--- src/rtl/grostl_pkg.sv ---
// Shared types and inverse AES S-box table for the Grostl substitution layer.
package grostl_pkg;

    typedef logic [0:63][7:0] grostl_state_t;

    typedef enum logic [1:0] {
        IDLE = 2'd0,
        RUN  = 2'd1,
        DONE = 2'd2
    } inv_sb_state_t;

    localparam logic [7:0] INV_SBOX [256] = '{
        8'h52, 8'h09, 8'h6a, 8'hd5, 8'h30, 8'h36, 8'ha5, 8'h38,
        8'hbf, 8'h40, 8'ha3, 8'h9e, 8'h81, 8'hf3, 8'hd7, 8'hfb,
        8'h7c, 8'he3, 8'h39, 8'h82, 8'h9b, 8'h2f, 8'hff, 8'h87,
        8'h34, 8'h8e, 8'h43, 8'h44, 8'hc4, 8'hde, 8'he9, 8'hcb,
        8'h54, 8'h7b, 8'h94, 8'h32, 8'ha6, 8'hc2, 8'h23, 8'h3d,
        8'hee, 8'h4c, 8'h95, 8'h0b, 8'h42, 8'hfa, 8'hc3, 8'h4e,
        8'h08, 8'h2e, 8'ha1, 8'h66, 8'h28, 8'hd9, 8'h24, 8'hb2,
        8'h76, 8'h5b, 8'ha2, 8'h49, 8'h6d, 8'h8b, 8'hd1, 8'h25,
        8'h72, 8'hf8, 8'hf6, 8'h64, 8'h86, 8'h68, 8'h98, 8'h16,
        8'hd4, 8'ha4, 8'h5c, 8'hcc, 8'h5d, 8'h65, 8'hb6, 8'h92,
        8'h6c, 8'h70, 8'h48, 8'h50, 8'hfd, 8'hed, 8'hb9, 8'hda,
        8'h5e, 8'h15, 8'h46, 8'h57, 8'ha7, 8'h8d, 8'h9d, 8'h84,
        8'h90, 8'hd8, 8'hab, 8'h00, 8'h8c, 8'hbc, 8'hd3, 8'h0a,
        8'hf7, 8'he4, 8'h58, 8'h05, 8'hb8, 8'hb3, 8'h45, 8'h06,
        8'hd0, 8'h2c, 8'h1e, 8'h8f, 8'hca, 8'h3f, 8'h0f, 8'h02,
        8'hc1, 8'haf, 8'hbd, 8'h03, 8'h01, 8'h13, 8'h8a, 8'h6b,
        8'h3a, 8'h91, 8'h11, 8'h41, 8'h4f, 8'h67, 8'hdc, 8'hea,
        8'h97, 8'hf2, 8'hcf, 8'hce, 8'hf0, 8'hb4, 8'he6, 8'h73,
        8'h96, 8'hac, 8'h74, 8'h22, 8'he7, 8'had, 8'h35, 8'h85,
        8'he2, 8'hf9, 8'h37, 8'he8, 8'h1c, 8'h75, 8'hdf, 8'h6e,
        8'h47, 8'hf1, 8'h1a, 8'h71, 8'h1d, 8'h29, 8'hc5, 8'h89,
        8'h6f, 8'hb7, 8'h62, 8'h0e, 8'haa, 8'h18, 8'hbe, 8'h1b,
        8'hfc, 8'h56, 8'h3e, 8'h4b, 8'hc6, 8'hd2, 8'h79, 8'h20,
        8'h9a, 8'hdb, 8'hc0, 8'hfe, 8'h78, 8'hcd, 8'h5a, 8'hf4,
        8'h1f, 8'hdd, 8'ha8, 8'h33, 8'h88, 8'h07, 8'hc7, 8'h31,
        8'hb1, 8'h12, 8'h10, 8'h59, 8'h27, 8'h80, 8'hec, 8'h5f,
        8'h60, 8'h51, 8'h7f, 8'ha9, 8'h19, 8'hb5, 8'h4a, 8'h0d,
        8'h2d, 8'he5, 8'h7a, 8'h9f, 8'h93, 8'hc9, 8'h9c, 8'hef,
        8'ha0, 8'he0, 8'h3b, 8'h4d, 8'hae, 8'h2a, 8'hf5, 8'hb0,
        8'hc8, 8'heb, 8'hbb, 8'h3c, 8'h83, 8'h53, 8'h99, 8'h61,
        8'h17, 8'h2b, 8'h04, 8'h7e, 8'hba, 8'h77, 8'hd6, 8'h26,
        8'he1, 8'h69, 8'h14, 8'h63, 8'h55, 8'h21, 8'h0c, 8'h7d
    };

endpackage

--- src/rtl/grostl_inv_sbox_lut.sv ---
// Single-byte inverse AES S-box, combinational table lookup.
module grostl_inv_sbox_lut
    import grostl_pkg::*;
(
    input  logic [7:0] code,
    output logic [7:0] plain
);

    assign plain = INV_SBOX[code];

endmodule

--- src/rtl/grostl_inv_sub_bytes_seq.sv ---
// Time-multiplexed inverse SubBytes over a 64-byte Grostl state.
// Define GROSTL_INV_SBOX_PIPE_EN to register S-box outputs before write-back.
module grostl_inv_sub_bytes_seq
    import grostl_pkg::*;
#(
    parameter int LANES = 8
) (
    input  logic             clk,
    input  logic             rst_n,
    input  logic             in_valid,
    output logic             in_ready,
    input  logic [0:63][7:0] din,
    output logic             out_valid,
    input  logic             out_ready,
    output logic [0:63][7:0] dout,
    output logic             busy
);

    localparam int CHUNKS = 64 / LANES;
`ifdef GROSTL_INV_SBOX_PIPE_EN
    localparam int LAST = CHUNKS;
`else
    localparam int LAST = CHUNKS - 1;
`endif
    localparam int CW = (LAST > 0) ? $clog2(LAST + 1) : 1;

    if (LANES < 1 || LANES > 64 || (64 % LANES) != 0) begin : g_bad_lanes
        $error("LANES must divide 64");
    end

    inv_sb_state_t state_q, state_d;
    logic [CW-1:0] cnt_q;
    grostl_state_t st_q;

    logic [5:0] rd_base, wb_base;
    logic       wb_en;
    logic [7:0] lut_out [LANES];
    logic [7:0] wb_data [LANES];

    assign rd_base = 6'(int'(cnt_q) * LANES);

    for (genvar l = 0; l < LANES; l++) begin : g_lane
        logic [5:0] rd_idx;
        assign rd_idx = rd_base + 6'(l);
        grostl_inv_sbox_lut u_lut (
            .code  (st_q[rd_idx]),
            .plain (lut_out[l])
        );
    end

`ifdef GROSTL_INV_SBOX_PIPE_EN
    // Write-back trails lookup by one cycle, so it targets chunk cnt-1.
    logic [7:0] lut_q [LANES];

    always_ff @(posedge clk or negedge rst_n) begin
        if (!rst_n) begin
            for (int l = 0; l < LANES; l++) lut_q[l] <= '0;
        end else if (state_q == RUN) begin
            lut_q <= lut_out;
        end
    end

    assign wb_en   = (cnt_q != '0);
    assign wb_base = 6'((int'(cnt_q) - 1) * LANES);
    assign wb_data = lut_q;
`else
    assign wb_en   = 1'b1;
    assign wb_base = rd_base;
    assign wb_data = lut_out;
`endif

    always_comb begin
        state_d = state_q;
        case (state_q)
            IDLE:    if (in_valid) state_d = RUN;
            RUN:     if (cnt_q == CW'(LAST)) state_d = DONE;
            DONE:    if (out_ready) state_d = IDLE;
            default: state_d = IDLE;
        endcase
    end

    always_ff @(posedge clk or negedge rst_n) begin
        if (!rst_n) begin
            state_q <= IDLE;
            cnt_q   <= '0;
            st_q    <= '0;
        end else begin
            state_q <= state_d;
            if (state_q == IDLE && in_valid) begin
                st_q  <= din;
                cnt_q <= '0;
            end else if (state_q == RUN) begin
                cnt_q <= (cnt_q == CW'(LAST)) ? '0 : cnt_q + CW'(1);
                if (wb_en) begin
                    for (int l = 0; l < LANES; l++)
                        st_q[wb_base + 6'(l)] <= wb_data[l];
                end
            end
        end
    end

    assign in_ready  = (state_q == IDLE);
    assign out_valid = (state_q == DONE);
    assign busy      = (state_q != IDLE);
    assign dout      = st_q;

endmodule

--- config.mk ---
export PLATFORM = sky130hd
export DESIGN_NAME = grostl_inv_sub_bytes_seq
export DESIGN_NICKNAME = d
export VERILOG_FILES = /design/src/rtl/grostl_pkg.sv /design/src/rtl/grostl_inv_sbox_lut.sv /design/src/rtl/grostl_inv_sub_bytes_seq.sv
export SDC_FILE = /design/constraint.sdc
export NUM_CORES = 2
export LEC_CHECK = 0
export CAP_MARGIN = 20
export CELL_PAD_IN_SITES_DETAIL_PLACEMENT = 1
export CELL_PAD_IN_SITES_GLOBAL_PLACEMENT = 2
export CORE_MARGIN = 5
export CORE_UTILIZATION = 32
export DETAILED_ROUTE_END_ITERATION = 10
export PLACE_DENSITY_LB_ADDON = 0.1
export SYNTH_ARGS = -nofsm -noshare
export SYNTH_HDL_FRONTEND = slang
export SYNTH_SLANG_ARGS = --single-unit
--- constraint.sdc ---
create_clock -name clk -period 4.4 [get_ports clk]
set_input_delay 0.88 -clock clk [delete_from_list [all_inputs] [get_ports clk]]
set_output_delay 0.88 -clock clk [all_outputs]
set_load 0.02 [all_outputs]
Yosys cells after proc, flatten, opt, wreduce, memory -nomap -nowiden
Memory sizes are Yosys's and may differ from the RTL's.
Index checks and enable logic that the tools add are counted.
Cells by class
  shift-type cells: 0
  eq/ne operators: 6
  div/mod/pow operators: 0
  bitwise logic cells: 16
  mux-type cells: 73
  $add $sub $neg: 8
  reductions and logical operators: 13
  order comparisons: 24
  $mul: 0
Operators with widths (number)
  $bwmux W512: 8
  $mux W512: 2
  $bmux W8 S6: 8
  $demux W8 S6: 8
  $mux W8: 40
  $ge A9 B9 Y1 const B: 8
  $not A8 Y9: 8
  $ge A7 B7 Y1 const B: 8
  $lt A7 B1 Y1 const B: 8
  $not A6 Y7: 8
  $add A6 B3 Y6 const B: 4
  $add A6 B2 Y6 const B: 2
  $logic_and A1 B1 Y1: 9
  $mux W3: 3
  $add A6 B1 Y6 const B: 1
  $mux W2: 3
  $pmux W2 S3: 1
  $ne A2 B2 Y1 const B: 2
  $reduce_bool A2 Y1: 2
  $add A3 B1 Y3 const B: 1
  $eq A3 B3 Y1 const B: 1
  $reduce_and A3 Y1: 1
  $eq A2 B1 Y1 const B: 1
  $eq A2 B2 Y1 const B: 1
  2 further kinds: 2
Storage, ports and cells
  bits in latches: 0
  bits in registers: 517
  bits in writable memories: 0
  input port bits: 516
  word-level logic and storage cells: 214
  output and inout bits: 515
  memories kept: 8
  bits in read-only memories: 16384
Memories
  (name not given): words 256, bits a word 8, rd ports 1, clocked after memory_dff 0, wr ports 0, RTL line grostl_inv_sbox_lut.sv:9  | assign plain = INV_SBOX[code];
  (name not given): words 256, bits a word 8, rd ports 1, clocked after memory_dff 0, wr ports 0, RTL line grostl_inv_sbox_lut.sv:9
  (name not given): words 256, bits a word 8, rd ports 1, clocked after memory_dff 0, wr ports 0, RTL line grostl_inv_sbox_lut.sv:9
  (name not given): words 256, bits a word 8, rd ports 1, clocked after memory_dff 0, wr ports 0, RTL line grostl_inv_sbox_lut.sv:9
  (name not given): words 256, bits a word 8, rd ports 1, clocked after memory_dff 0, wr ports 0, RTL line grostl_inv_sbox_lut.sv:9
  (name not given): words 256, bits a word 8, rd ports 1, clocked after memory_dff 0, wr ports 0, RTL line grostl_inv_sbox_lut.sv:9
  2 more memories

Logic depth before layout (Yosys ltp)
  depth in word-level cells: 18
  depth in mapped cells: 21
  mapped depth without buffers: 13

Hierarchy
From an unflattened synthesis, not the netlist that was laid out.
Unflattened totals
  cell total of the unflattened synthesis: 7756
  area total of the unflattened synthesis: 57337.5 sq um
By module, submodules not included
  grostl_inv_sub_bytes_seq: cells each 3318, sequential area each 12937.4 sq um, instances 1, area an instance 29180.5 sq um
  grostl_inv_sbox_lut at g_lane[0].u_lut ...: cells each 555, sequential area each 0.0 sq um, instances 6, area an instance 3500.9 sq um
  grostl_inv_sbox_lut at g_lane[6].u_lut ...: cells each 554, sequential area each 0.0 sq um, instances 2, area an instance 3575.9 sq um

Worst setup path after synthesis
OpenSTA, ideal clock, no wires.
  kind: register to register
  start point: register cnt_q[0]
  end point: register st_q, in the netlist dout[111]
  period minus slack after synthesis: 4.014 ns
  setup time: 0.142 ns
  arrival time: 3.873 ns
  slack: 0.386 ns
  cell stages (with the launch flop): 15
  path through: dfrtp_1 > buf_6 > buf_8 > buf_12 > mux4_2 > mux2i_1 > clkbuf_1 > ha_1 > clkbuf_1 > nor2_1 > a211oi_1 > o311ai_0 > a31oi_1 > a311oi_2 > o31ai_1
On the way
  longest elaborated chain between the ends: 18
  elaborated cells on any way between the ends: 121
  classes of those cells: 7 x add/sub; 16 x order compare; 66 x mux; 16 x bitwise; 8 x reduce/logical; 8 x memory
Ends and longest elaborated chain
  from (decl): RTL line grostl_inv_sub_bytes_seq.sv:32  | logic [CW-1:0] cnt_q;
  from (signal assigned): RTL line grostl_inv_sub_bytes_seq.sv:93  | cnt_q <= (cnt_q == CW'(LAST)) ? '0 : cnt_q + CW'(1);
  $add A6 B1 Y6 or $not A6 Y7 (tied branches): RTL line grostl_inv_sub_bytes_seq.sv:44, grostl_inv_sub_bytes_seq.sv:96, grostl_inv_sub_bytes_seq.sv:46
  $not A6 Y7 (not written as such) or $bmux W8 S6 (tied branches): RTL line grostl_inv_sub_bytes_seq.sv:46, grostl_inv_sub_bytes_seq.sv:96
  $bmux W8 S6 or $mux W8 (tied branches): RTL line grostl_inv_sub_bytes_seq.sv:46  | .code (st_q[rd_idx]),
  $mux W8 (not written as such): RTL line grostl_inv_sub_bytes_seq.sv:46
  $mux W8 (not written as such) or $not A8 Y9 (tied branches): RTL line grostl_inv_sub_bytes_seq.sv:46, grostl_inv_sbox_lut.sv:9
  $not A8 Y9 (not written as such) or $mem_v2 Z256 W8 (tied branches)
  $mem_v2 Z256 W8 or $mux W8 (tied branches)
  $mux W8 (not written as such): RTL line grostl_inv_sbox_lut.sv:9
  $mux W8 (not written as such) or $bwmux W512 (tied branches): RTL line grostl_inv_sbox_lut.sv:9, grostl_inv_sub_bytes_seq.sv:96
  $bwmux W512 (6 in series): RTL line grostl_inv_sub_bytes_seq.sv:96  | st_q[wb_base + 6'(l)] <= wb_data[l];
  $bwmux W512 *: RTL line grostl_inv_sub_bytes_seq.sv:96
  $mux W512 *: RTL line grostl_inv_sub_bytes_seq.sv:92  | end else if (state_q == RUN) begin
  $mux W512 *: RTL line grostl_inv_sub_bytes_seq.sv:89  | if (state_q == IDLE && in_valid) begin
  to (signal assigned): RTL line grostl_inv_sub_bytes_seq.sv:90  | st_q <= din;
  to (signal, indexed assignment): RTL line grostl_inv_sub_bytes_seq.sv:96
  to (decl): RTL line grostl_inv_sub_bytes_seq.sv:33  | grostl_state_t st_q;
Every way passes the cells marked *; elsewhere a longest branch is shown, timed or not. The select of a mux whose other input is x is not followed.
A chain may end at the register's enable or synchronous reset.

Final worst setup path
  start point: register cnt_q[0]
  end point: register st_q, in the netlist dout[349]
The elaborated chain is that of the path after synthesis.

==> key figures <==
Setup path
  • Cell Chain, Critical Path: buf_12 > buf_12 > buf_12 > mux4_2 > mux2_2 > buf_12 > nand2_1 > a21oi_1 > nor3b_1 > nor4_2 > a311oi_4 > buf_4 > nor3_1 > a221o_1
  • Crit path max fanout: 34
  • Slowest stage delay, CP: 0.61 ns
  • Worst Setup SP: cnt_q[0]
  • Worst endpoint required time: 5.01 ns
  • Slowest cell on crit path: mux4_2
  • Critical path class: flip-flop to flip-flop
  • Reg2reg start: cnt_q[0]
  • Reg2Reg Setup Slack: -0.03 ns
  • Worst EP arrival: 5.03 ns
  • Worst Path Buf+Inv: 5
  • CP delay by family, top: multiplexers
  • CP Launch Type: flip-flop
  • CP most frequent cell: buf_12
  • CP endpoint kind: flip-flop

Global routing
  • Antenna violations before repair: 31
  • Total grt overflow: 0
  • Vias in the first global route: 76100
  • Combined global-route utilization of all metal layers: 0.460
  • Pin count of the biggest net entering global routing: 177
  • First-pass GRT wire length: 588 mm

Synth
  • Ys Warns: 0
  • Post-synthesis simple-gate area fraction: 0.154
  • Compound-gate portion of the synthesized area: 0.420
  • Adder-cell area share of the yosys netlist: 0.0396
  • Syn nets: 7274
  • Post-synthesis sequential area ratio: 0.242
  • Post-synth top area cell: dfrtp_1
  • Mux cell area share after synthesis: 0.0700
  • Synth unique cells: 128
  • Xor/xnor share of the synthesized area: 0.00244
  • Cells after Synth: 6589
  • Most numerous cell in the Yosys netlist: nand2_1
  • Largest family of logic cells by synthesized area: compound AO/OA/AOI/OAI gates
  • Primary FF master, synth: dfrtp_1
  • Post-synth EDFFs: 0
  • Register bit total from synthesis: 517
  • Average cell area after synthesis: 8.11 um^2
  • Asr flop ratio synth: 1.00
  • Area share of the largest cell type after synthesis: 0.242
  • Top cells by area, synth: dfrtp_1 (24%), a22oi_1 (4.1%), nand2_1 (4.1%)
  • Mapped Area: 53400 um^2
  • Commonest cells post-synth: nand2_1 (577), dfrtp_1 (517), nor2_1 (441), o21ai_0 (423), a21oi_1 (406)

Clock network
  • Hold Buf Count CTS: 0
  • Clock Root Buffer: clkbuf_16
  • CTS tree: done
  • Clock transition at path regs: 0.08 ns
  • H-tree Lvls: 3
  • Max Root-Sink Buffers: 3
  • Total CTS buffers: 66
  • Worst-Skew Late Latency: 0.73 ns
  • Clock Sinks: 517

Final layout
  • Fin nets: 9169
  • Area delta synth->final: 48.5%
  • Fill count: 19500
  • Share of cells above drive strength 1: 0.245
  • Reg area: 12900 um^2
  • Non-filler cells, final: 10800
  • Multi-input logic area: 37600 um^2

Floorplanning
  • IO Pins: 1031
  • Chip height: 419 um
  • Die width: 419 um
  • Row cnt: 150
  • Die area: 175000 um^2
  • Core area: 167000 um^2
  • Initial Util: 0.321

Route
  • Routed WL: 423 mm
  • DRC viols: 0
  • Antenna viol nets, final: 0
  • Initial DRC Count: 10700
  • Wire length per cell: 39.3 um
  • Via count: 74700
  • DR pass1 iterations: 8
  • Vias per cell: 6.94

Placement
  • Routability Congestion: 1.07
  • Dpl hpwl: 321 mm
  • IO buf count: 1030
  • Placed Cells: 10600

Outcome
  • Failing checks: negative setup slack
  • Status: complete, but fails checks

STA
  • # setup viols final: 6
  • RSZ-0062 raised after global routing: yes
  • Setup slack after layout: -0.0283 ns
  • Final slew viol count: 0
  • Final Skew: 0.0464 ns
  • Final-report hold violation count: 0
  • Min Hold Slack: 0.239 ns
  • Final critical-path share of the clock period: 1.01
  • Slew HR: 0.165
  • Worst Tran Pin Value: 1.25 ns
  • Max Freq: 0.226 GHz
  • Tmin final: 4.43 ns

Hold path
  • Hold Path Class: input port to async pin

Job
  • MaxCap Viol Count: 0
metrics by stage:
step / worst slack, ns / setup TNS, ns / cell area (um^2) / util
2_1_floorplan: 0.386 / 0 / 53400 / -
3_3_place_gp: -0.338 / -37.01 / 76200 / 0.457
3_5_place_dp: -0.321 / -47.96 / 76200 / 0.457
4_1_cts: -0.0156 / -0.0197 / 78700 / 0.472
5_1_grt: -0.0412 / -0.289 / 79400 / 0.476
6_report: -0.0283 / -0.0797 / 79400 / 0.476
cells in the final DEF, fill, tap and decap left out, types with 59 or more instances in the layout:
cell type	instances
a22oi_1	293
clkbuf_16	66
o21ai_1	200
a22o_1	234
mux4_2	88
buf_4	1362
ha_1	159
a31oi_1	138
dfrtp_1	514
a21oi_1	400
nor2_1	419
nand2_1	566
buf_12	139
nor3_1	184
a211oi_1	124
o21ai_0	408
o211ai_1	197
clkdlybuf4s50_1	1029
o22ai_1	59
mux2i_1	72
nand3_1	198
o311ai_0	79
o31ai_1	82
a21o_1	229
a311oi_1	98
flip-flops by register name, indices dropped and copies added, names as in the netlist:
name	cells
dout	512
cnt_q	3
state_q	2
repair_timing:
| action | in CTS | in global routing |
|---|---|---|
| setup endpoints to repair | 387 | 439 |
| gates resized for setup | 50 | 123 |
| pin swaps | 1 | 24 |
| buffers inserted | 6 | 18 |
kinds of logic after synthesis:
logic type	count (synthesis)
mux	238
xor+xnor	14
simple gates	1749
compound gates	3124
fa+ha+maj	169
flops	517
buf+inv	778
final cells by class:
cell class	count	area share
timing repair buffer	2548	0.296
sequential	517	0.163
tap	2204	0.0347
antenna	21	0.000662
inverter	57	0.00290
clock buffer	86	0.0230
clock inverter	32	0.00493
multi-input combinational	5294	0.474
layer usage:
layer	GRT usage	vias to the layer above	wire length, um
li1	-	29800	-
met1	0.568	37400	158000
met2	0.684	5786	180000
met3	0.130	1617	47500
met4	0.334	10	37000
met5	0	-	76
worst paths after layout:
kind	end	cells after the start
max in group asynchronous	dout[399]	2
worst min register to register	dout[230]	2
worst max register to register	dout[349]	14
worst min-delay path	dout[40]	1
worst max-delay path	dout[349]	14
min in group clk	dout[230]	2
worst register-to-register path: stages (launching register included):
cell	delay, ns
dfrtp_4	0.44
buf_12	0.13
buf_12	0.18
buf_12	0.22
mux4_2	0.63
mux2_2	0.50
buf_12	0.29
nand2_1	0.29
a21oi_1	0.11
nor3b_1	0.51
nor4_2	0.16
a311oi_4	0.29
buf_4	0.20
nor3_1	0.06
a221o_1	0.30
Power is not shown: default switching activity piles up to over one toggle a cycle in this logic, so the estimate is an artifact.
